## src/rtl/fifo_pkg.sv

```systemverilog
// Shared helpers for the single-clock FIFO family.
//   addr_w(depth) : address bits needed to index 'depth' entries
//   cnt_w(depth)  : pointer/occupancy width (address bits plus a wrap bit)
//   is_pow2(v)    : true for powers of two >= 2
//   RD_MODE_*     : read-mode selector values for the FWFT parameter
package fifo_pkg;

  localparam int RD_MODE_FWFT = 1;
  localparam int RD_MODE_REG  = 0;

  function automatic int addr_w(input int depth);
    return $clog2(depth);
  endfunction

  function automatic int cnt_w(input int depth);
    return $clog2(depth) + 1;
  endfunction

  function automatic bit is_pow2(input int v);
    return (v >= 2) && ((v & (v - 1)) == 0);
  endfunction

endpackage

```

## src/rtl/fifo_mem_sp.sv

```systemverilog
// Storage array for the FIFO: DEPTH x DATA_W entries.
// One synchronous write port, one asynchronous (combinational) read port.
// Contents are never reset.
//   clk     : write clock
//   we      : write enable
//   waddr   : write address
//   wdata   : write data
//   raddr   : read address
//   rdata   : read data, combinational from raddr
module fifo_mem_sp
  import fifo_pkg::*;
#(
  parameter int DATA_W = 8,
  parameter int DEPTH  = 16
) (
  input  logic                      clk,
  input  logic                      we,
  input  logic [addr_w(DEPTH)-1:0]  waddr,
  input  logic [DATA_W-1:0]         wdata,
  input  logic [addr_w(DEPTH)-1:0]  raddr,
  output logic [DATA_W-1:0]         rdata
);

  logic [DATA_W-1:0] mem_q [DEPTH];

  always_ff @(posedge clk) begin
    if (we) begin
      mem_q[waddr] <= wdata;
    end
  end

  assign rdata = mem_q[raddr];

endmodule

```

## src/rtl/sync_fifo_param.sv

```systemverilog
// Single-clock parametrised FIFO with occupancy count, full/empty and
// almost-full/almost-empty flags, sticky overflow/underflow, synchronous
// flush and a selectable read mode (first-word-fall-through or registered).
//   clk          : clock, all state updates on posedge
//   reset_n      : asynchronous active-low reset
//   flush        : synchronous clear of contents and error flags
//   wr_en/wr_data: write request and data
//   rd_en        : read (pop) request
//   rd_data      : read data
//   rd_valid     : FWFT=1: head word present; FWFT=0: one-cycle pulse after a pop
//   full/empty   : count == DEPTH / count == 0
//   almost_full  : count >= AF_THRESH
//   almost_empty : count <= AE_THRESH
//   count        : occupancy 0..DEPTH
//   overflow     : sticky, a write was rejected
//   underflow    : sticky, a read was rejected
module sync_fifo_param
  import fifo_pkg::*;
#(
  parameter int DATA_W    = 8,
  parameter int DEPTH     = 16,
  parameter int AF_THRESH = DEPTH - 2,
  parameter int AE_THRESH = 2,
  parameter int FWFT      = RD_MODE_FWFT
) (
  input  logic                     clk,
  input  logic                     reset_n,
  input  logic                     flush,
  input  logic                     wr_en,
  input  logic [DATA_W-1:0]        wr_data,
  input  logic                     rd_en,
  output logic [DATA_W-1:0]        rd_data,
  output logic                     rd_valid,
  output logic                     full,
  output logic                     empty,
  output logic                     almost_full,
  output logic                     almost_empty,
  output logic [cnt_w(DEPTH)-1:0]  count,
  output logic                     overflow,
  output logic                     underflow
);

  localparam int ADDR_W = addr_w(DEPTH);
  localparam int CNT_W  = cnt_w(DEPTH);
  localparam logic [CNT_W-1:0] AF_LVL = CNT_W'(AF_THRESH);
  localparam logic [CNT_W-1:0] AE_LVL = CNT_W'(AE_THRESH);

  // Elaboration-time parameter legality
  if (!is_pow2(DEPTH)) begin : g_bad_depth
    $error("sync_fifo_param: DEPTH must be a power of two >= 2");
  end
  if (!(AE_THRESH >= 0 && AE_THRESH < AF_THRESH && AF_THRESH <= DEPTH)) begin : g_bad_thresh
    $error("sync_fifo_param: need 0 <= AE_THRESH < AF_THRESH <= DEPTH");
  end
  if (FWFT != RD_MODE_FWFT && FWFT != RD_MODE_REG) begin : g_bad_mode
    $error("sync_fifo_param: FWFT must be 0 or 1");
  end
  if (DATA_W < 1) begin : g_bad_width
    $error("sync_fifo_param: DATA_W must be >= 1");
  end

  logic [CNT_W-1:0]  wr_ptr_q, wr_ptr_d;
  logic [CNT_W-1:0]  rd_ptr_q, rd_ptr_d;
  logic              ovf_q, ovf_d;
  logic              unf_q, unf_d;
  logic [CNT_W-1:0]  cnt_w_s;
  logic              full_s, empty_s;
  logic              rd_acc, wr_acc;
  logic [DATA_W-1:0] mem_rdata;

  // Wrap bit differs with equal address bits only when a full lap ahead.
  assign empty_s = (wr_ptr_q == rd_ptr_q);
  assign full_s  = (wr_ptr_q[CNT_W-1] != rd_ptr_q[CNT_W-1]) &&
                   (wr_ptr_q[ADDR_W-1:0] == rd_ptr_q[ADDR_W-1:0]);
  assign cnt_w_s = wr_ptr_q - rd_ptr_q;

  // No bypass: a read on an empty FIFO is rejected even if a write lands.
  // A write on a full FIFO succeeds when a read frees the slot that cycle.
  assign rd_acc = rd_en & ~empty_s;
  assign wr_acc = wr_en & (~full_s | rd_acc);

  always_comb begin
    wr_ptr_d = wr_ptr_q;
    rd_ptr_d = rd_ptr_q;
    ovf_d    = ovf_q;
    unf_d    = unf_q;
    if (flush) begin
      // Accesses presented alongside flush are dropped silently.
      wr_ptr_d = '0;
      rd_ptr_d = '0;
      ovf_d    = 1'b0;
      unf_d    = 1'b0;
    end else begin
      if (wr_acc) wr_ptr_d = wr_ptr_q + CNT_W'(1);
      if (rd_acc) rd_ptr_d = rd_ptr_q + CNT_W'(1);
      ovf_d = ovf_q | (wr_en & ~wr_acc);
      unf_d = unf_q | (rd_en & ~rd_acc);
    end
  end

  always_ff @(posedge clk or negedge reset_n) begin
    if (!reset_n) begin
      wr_ptr_q <= '0;
      rd_ptr_q <= '0;
      ovf_q    <= 1'b0;
      unf_q    <= 1'b0;
    end else begin
      wr_ptr_q <= wr_ptr_d;
      rd_ptr_q <= rd_ptr_d;
      ovf_q    <= ovf_d;
      unf_q    <= unf_d;
    end
  end

  fifo_mem_sp #(
    .DATA_W (DATA_W),
    .DEPTH  (DEPTH)
  ) u_mem (
    .clk   (clk),
    .we    (wr_acc & ~flush),
    .waddr (wr_ptr_q[ADDR_W-1:0]),
    .wdata (wr_data),
    .raddr (rd_ptr_q[ADDR_W-1:0]),
    .rdata (mem_rdata)
  );

  assign count        = cnt_w_s;
  assign full         = full_s;
  assign empty        = empty_s;
  assign almost_full  = (cnt_w_s >= AF_LVL);
  assign almost_empty = (cnt_w_s <= AE_LVL);
  assign overflow     = ovf_q;
  assign underflow    = unf_q;

  if (FWFT == RD_MODE_FWFT) begin : g_fwft
    assign rd_data  = mem_rdata;
    assign rd_valid = ~empty_s;
  end else begin : g_reg
    logic [DATA_W-1:0] rd_data_q;
    logic              rd_valid_q;

    // rd_data keeps the last popped word; rd_valid is a one-cycle pulse.
    always_ff @(posedge clk or negedge reset_n) begin
      if (!reset_n) begin
        rd_data_q  <= '0;
        rd_valid_q <= 1'b0;
      end else begin
        rd_valid_q <= rd_acc & ~flush;
        if (rd_acc && !flush) rd_data_q <= mem_rdata;
      end
    end

    assign rd_data  = rd_data_q;
    assign rd_valid = rd_valid_q;
  end

endmodule

```

## config.mk

```make
export PLATFORM = sky130hd
export DESIGN_NAME = sync_fifo_param
export DESIGN_NICKNAME = d
export VERILOG_FILES = /design/src/rtl/fifo_pkg.sv /design/src/rtl/fifo_mem_sp.sv /design/src/rtl/sync_fifo_param.sv
export SDC_FILE = /design/constraint.sdc
export NUM_CORES = 1
export LEC_CHECK = 0
export ABC_AREA = 1
export CAP_MARGIN = 20
export CORE_ASPECT_RATIO = 0.8
export CORE_MARGIN = 3
export CORE_UTILIZATION = 60
export DETAILED_ROUTE_END_ITERATION = 16
export PLACE_DENSITY = 0.9
export SLEW_MARGIN = 20
export SYNTH_ARGS = -nofsm -noshare
export SYNTH_HDL_FRONTEND = slang
export SYNTH_SLANG_ARGS = --single-unit
export TNS_END_PERCENT = 1
```

## constraint.sdc

```tcl
create_clock -name clk -period 4.7 [get_ports clk]
set_input_delay 0.705 -clock clk [delete_from_list [all_inputs] [get_ports clk]]
set_output_delay 0.705 -clock clk [all_outputs]
set_load 0.05 [all_outputs]
```

==> flow_summary.json, run 1 <==
{
  "crit_fanout": 14,
  "hold_depth": 2,
  "clk_latency_ns": 0.42,
  "die-area_um2": 12400,
  "design.portCount": 33,
  "htreeDepth": 4,
  "antenna_found_initial": 0,
  "die_w_um": 123.8,
  "place.gp.congestion": 0.8372,
  "crit_path_end_kind": "output pin",
  "fin_nets": 769,
  "reg2reg_slack_ns": 1.34,
  "hold_class": "flop to flop",
  "avgSynthCellArea_um2": 9.269,
  "ys_seq_area_share_pct": 62.27,
  "cts_buffers": 17,
  "drtIter0Drc": 830,
  "rr_startpoint": "rd_ptr_q[2]$_DFFE_PN0P_",
  "synth-seq-cells": 140,
  "tritoncts": "built",
  "drc": 0,
  "start_util_pct": 63.21,
  "crit_type": "flop to output pin",
  "yosys.area_share.xor_xnor_pct": 0.5264,
  "synthAdderAreaFrac_pct": 1.993,
  "p_leak_nw": 3.465,
  "worstRegToRegCells": 7,
  "p_total_mw": 3.507,
  "ys_types": 22,
  "relSlewSlack_pct": 42.75,
  "r2r_end": "u_mem.mem_q[4][2]$_DFFE_PP_",
  "port_buffers": 32,
  "postLayoutCoreUtil_pct": 72.85,
  "postRouteAntennaNets": 0,
  "worstMarginPinSlew_ns": 0.8556,
  "syn_inst": 718,
  "maxCapViolCount": 0,
  "cts_resized": 0,
  "dr.pass1.iters": 6,
  "hold_end": "underflow$_DFF_PN0_",
  "synthMuxAreaShare_pct": 0,
  "setup_tns_ns": 0,
  "grt_max_degree": 47,
  "path_clk_slew_ns": 0.06,
  "rows": 33,
  "min_from": "underflow$_DFF_PN0_",
  "grt_pass1_wl_um": 24810,
  "syn_area_um2": 6655,
  "overflow": 0,
  "status": "finished, final reports clean",
  "ys_warn_count": 0,
  "avgRoutedWirePerCell_um": 17.50,
  "fin_crit_ns": 4.258,
  "die_h_um": 100.2,
  "fill_cells": 697,
  "maxSlewViolCount": 0,
  "core-area_um2": 10530,
  "fin_crit_sh_pct": 90.59,
  "clockBufferDepth": 2,
  "synthSimpleGateAreaFrac_pct": 24.55,
  "postCtsSetupBuffers": 0,
  "grtUsageTotal_pct": 26.91,
  "cellPowerDensity_nw_per_um2": 457.3,
  "syn-num-nets": 741,
  "rsz0062_at_grt": "false",
  "setup_viol": 0,
  "crit_arrival_ns": 3.55,
  "final-hold-violation-count": 0,
  "synth_top_family_by_area": "simple AND/OR/NAND/NOR gates",
  "timing.fmax_ghz": 0.2349,
  "holdBufCountCts": 0,
  "drive_above_1_share_pct": 5.665,
  "grt_pass1_vias": 4907,
  "dpl.hpwl_um": 9475,
  "drt_wl_total_um": 15730,
  "via_count": 4991,
  "skew_ns": 0.006765,
  "post_drt_via_cell_ratio": 5.552,
  "cts-root-buf": "clkbuf_16",
  "ir_drop_mv": 0.2864,
  "startpoint_type": "flop",
  "antenna_cells": 0,
  "synthToLayoutAreaGrowth_pct": 15.25,
  "cts.sinks": 140,
  "crit_required_ns": 3.99,
  "synth_compound_area_share_pct": 0.3008
}
[per-stage QoR]
| step | cells | area, um^2 | worst slack (ns) | hold WS (ns) |
|---|---|---|---|---|
| after CTS | 899 | 7670 | 0.4922 | 0.5323 |
| after global placement | 867 | 7041 | 1.202 | 0.5068 |
| final | 899 | 7670 | 0.4424 | 0.5345 |
| after floorplan | 718 | 6655 | 1.433 | 0.4094 |
| after detailed placement | 867 | 7041 | 0.9908 | 0.5128 |
| after global routing | 899 | 7670 | 0.2810 | 0.5578 |
[flip-flops by register name (all words and copies together) (netlist names)]
name         flops
rd_ptr_q         5
underflow        1
overflow         1
u_mem.mem_q    128
wr_ptr_q         5
[worst max-delay path, stage by stage (launching register included)]
cell and delay (ns):
dfrtp_1 0.65, clkinv_1 0.46, ha_1 0.51, a21oi_1 0.23, nand3_1 0.13, nand2_1 0.14
nand3_1 0.11, nand2_1 0.09, clkdlybuf4s50_1 0.81
[layer usage]
layer,GRT usage (%),routed length [um]
met1,35.02,6069
met2,43.66,7920
met3,7.831,1418
met4,9.021,321
met5,0,0
[cells in the final DEF, fill, tap and decap left out, drive strengths merged]
cell type	instances
nand2	246
inv	144
edfxtp	128
nand3	107
clkdlybuf4s50	32
nor2	28
clkbuf	18
dfrtp	12
ha	9
clkinv	8
nand4	6
bufinv	5
a21oi	4
xor2	4
buf	4
clkinvlp	3
fa	1
[cells in the mapped netlist]
| master | n | area (um^2) |
|---|---|---|
| xor2_1 | 4 | 35.03 |
| fa_1 | 1 | 20.02 |
| nand3_4 | 1 | 17.52 |
| clkinv_1 | 2 | 7.510 |
| buf_1 | 1 | 3.750 |
| inv_1 | 141 | 529.3 |
| dfrtp_1 | 12 | 300.3 |
| nand2_2 | 3 | 18.77 |
| nor2_1 | 27 | 101.4 |
| nand2_1 | 243 | 912.1 |
| nand3_1 | 105 | 525.5 |
| buf_2 | 17 | 85.08 |
| buf_6 | 1 | 11.26 |
| ha_1 | 9 | 112.6 |
| nand4_1 | 6 | 37.54 |
| a21oi_1 | 4 | 20.02 |
| nand3_2 | 1 | 10.01 |
| edfxtp_1 | 128 | 3844 |
| inv_2 | 3 | 11.26 |
| nor2_4 | 1 | 11.26 |
| buf_4 | 3 | 22.52 |
| clkbuf_1 | 5 | 18.77 |
[cells by family after synthesis]
family                   after synthesis
flip-flops                           140
XOR/XNOR                               4
buffers and inverters                173
AO/OA/AOI/OAI                          4
AND/OR/NAND/NOR                      387
adder cells (fa/ha/maj)               10
[power breakdown]
part | switching (mW) | internal (mW) | leakage (nW)
Sequential | 0.0233 | 1.37 | 1.32
Combinational | 0.482 | 0.198 | 1.85
Clock | 0.498 | 0.932 | 0.301
[final cells by class]
class,instances,area (um^2),area share [%]
multi-input combinational,405,1822,23.75
tap,140,175.2,2.284
timing repair buffer,36,350.3,4.568
clock buffer,18,429.2,5.595
inverter,146,548.0,7.145
sequential,140,4145,54.05
clock inverter,14,200.2,2.610
[how the worst max path moves through the flow]
| stage | start | endpoint | slack, ns | depth (start not counted) |
|---|---|---|---|---|
| final | rd_ptr_q[2]$_DFFE_PN0P_ | almost_full | 0.44 | 8 |
| after global routing | rd_ptr_q[2]$_DFFE_PN0P_ | almost_full | 0.28 | 8 |
| after CTS | rd_ptr_q[2]$_DFFE_PN0P_ | almost_full | 0.49 | 8 |
| after detailed placement | rd_ptr_q[2]$_DFFE_PN0P_ | almost_full | 0.99 | 8 |
| after global placement | rd_ptr_q[2]$_DFFE_PN0P_ | almost_full | 1.20 | 8 |
| after floorplan | rd_ptr_q[1]$_DFFE_PN0P_ | almost_full | 1.43 | 7 |
(Power assumes the default switching activity.)
==> run 2: changes to the inputs <==
- HOLD_SLACK_MARGIN: not set -> 0.03
==> results of run 2 <==
The final DEF is identical to that of run 1; final timing and power are the same.
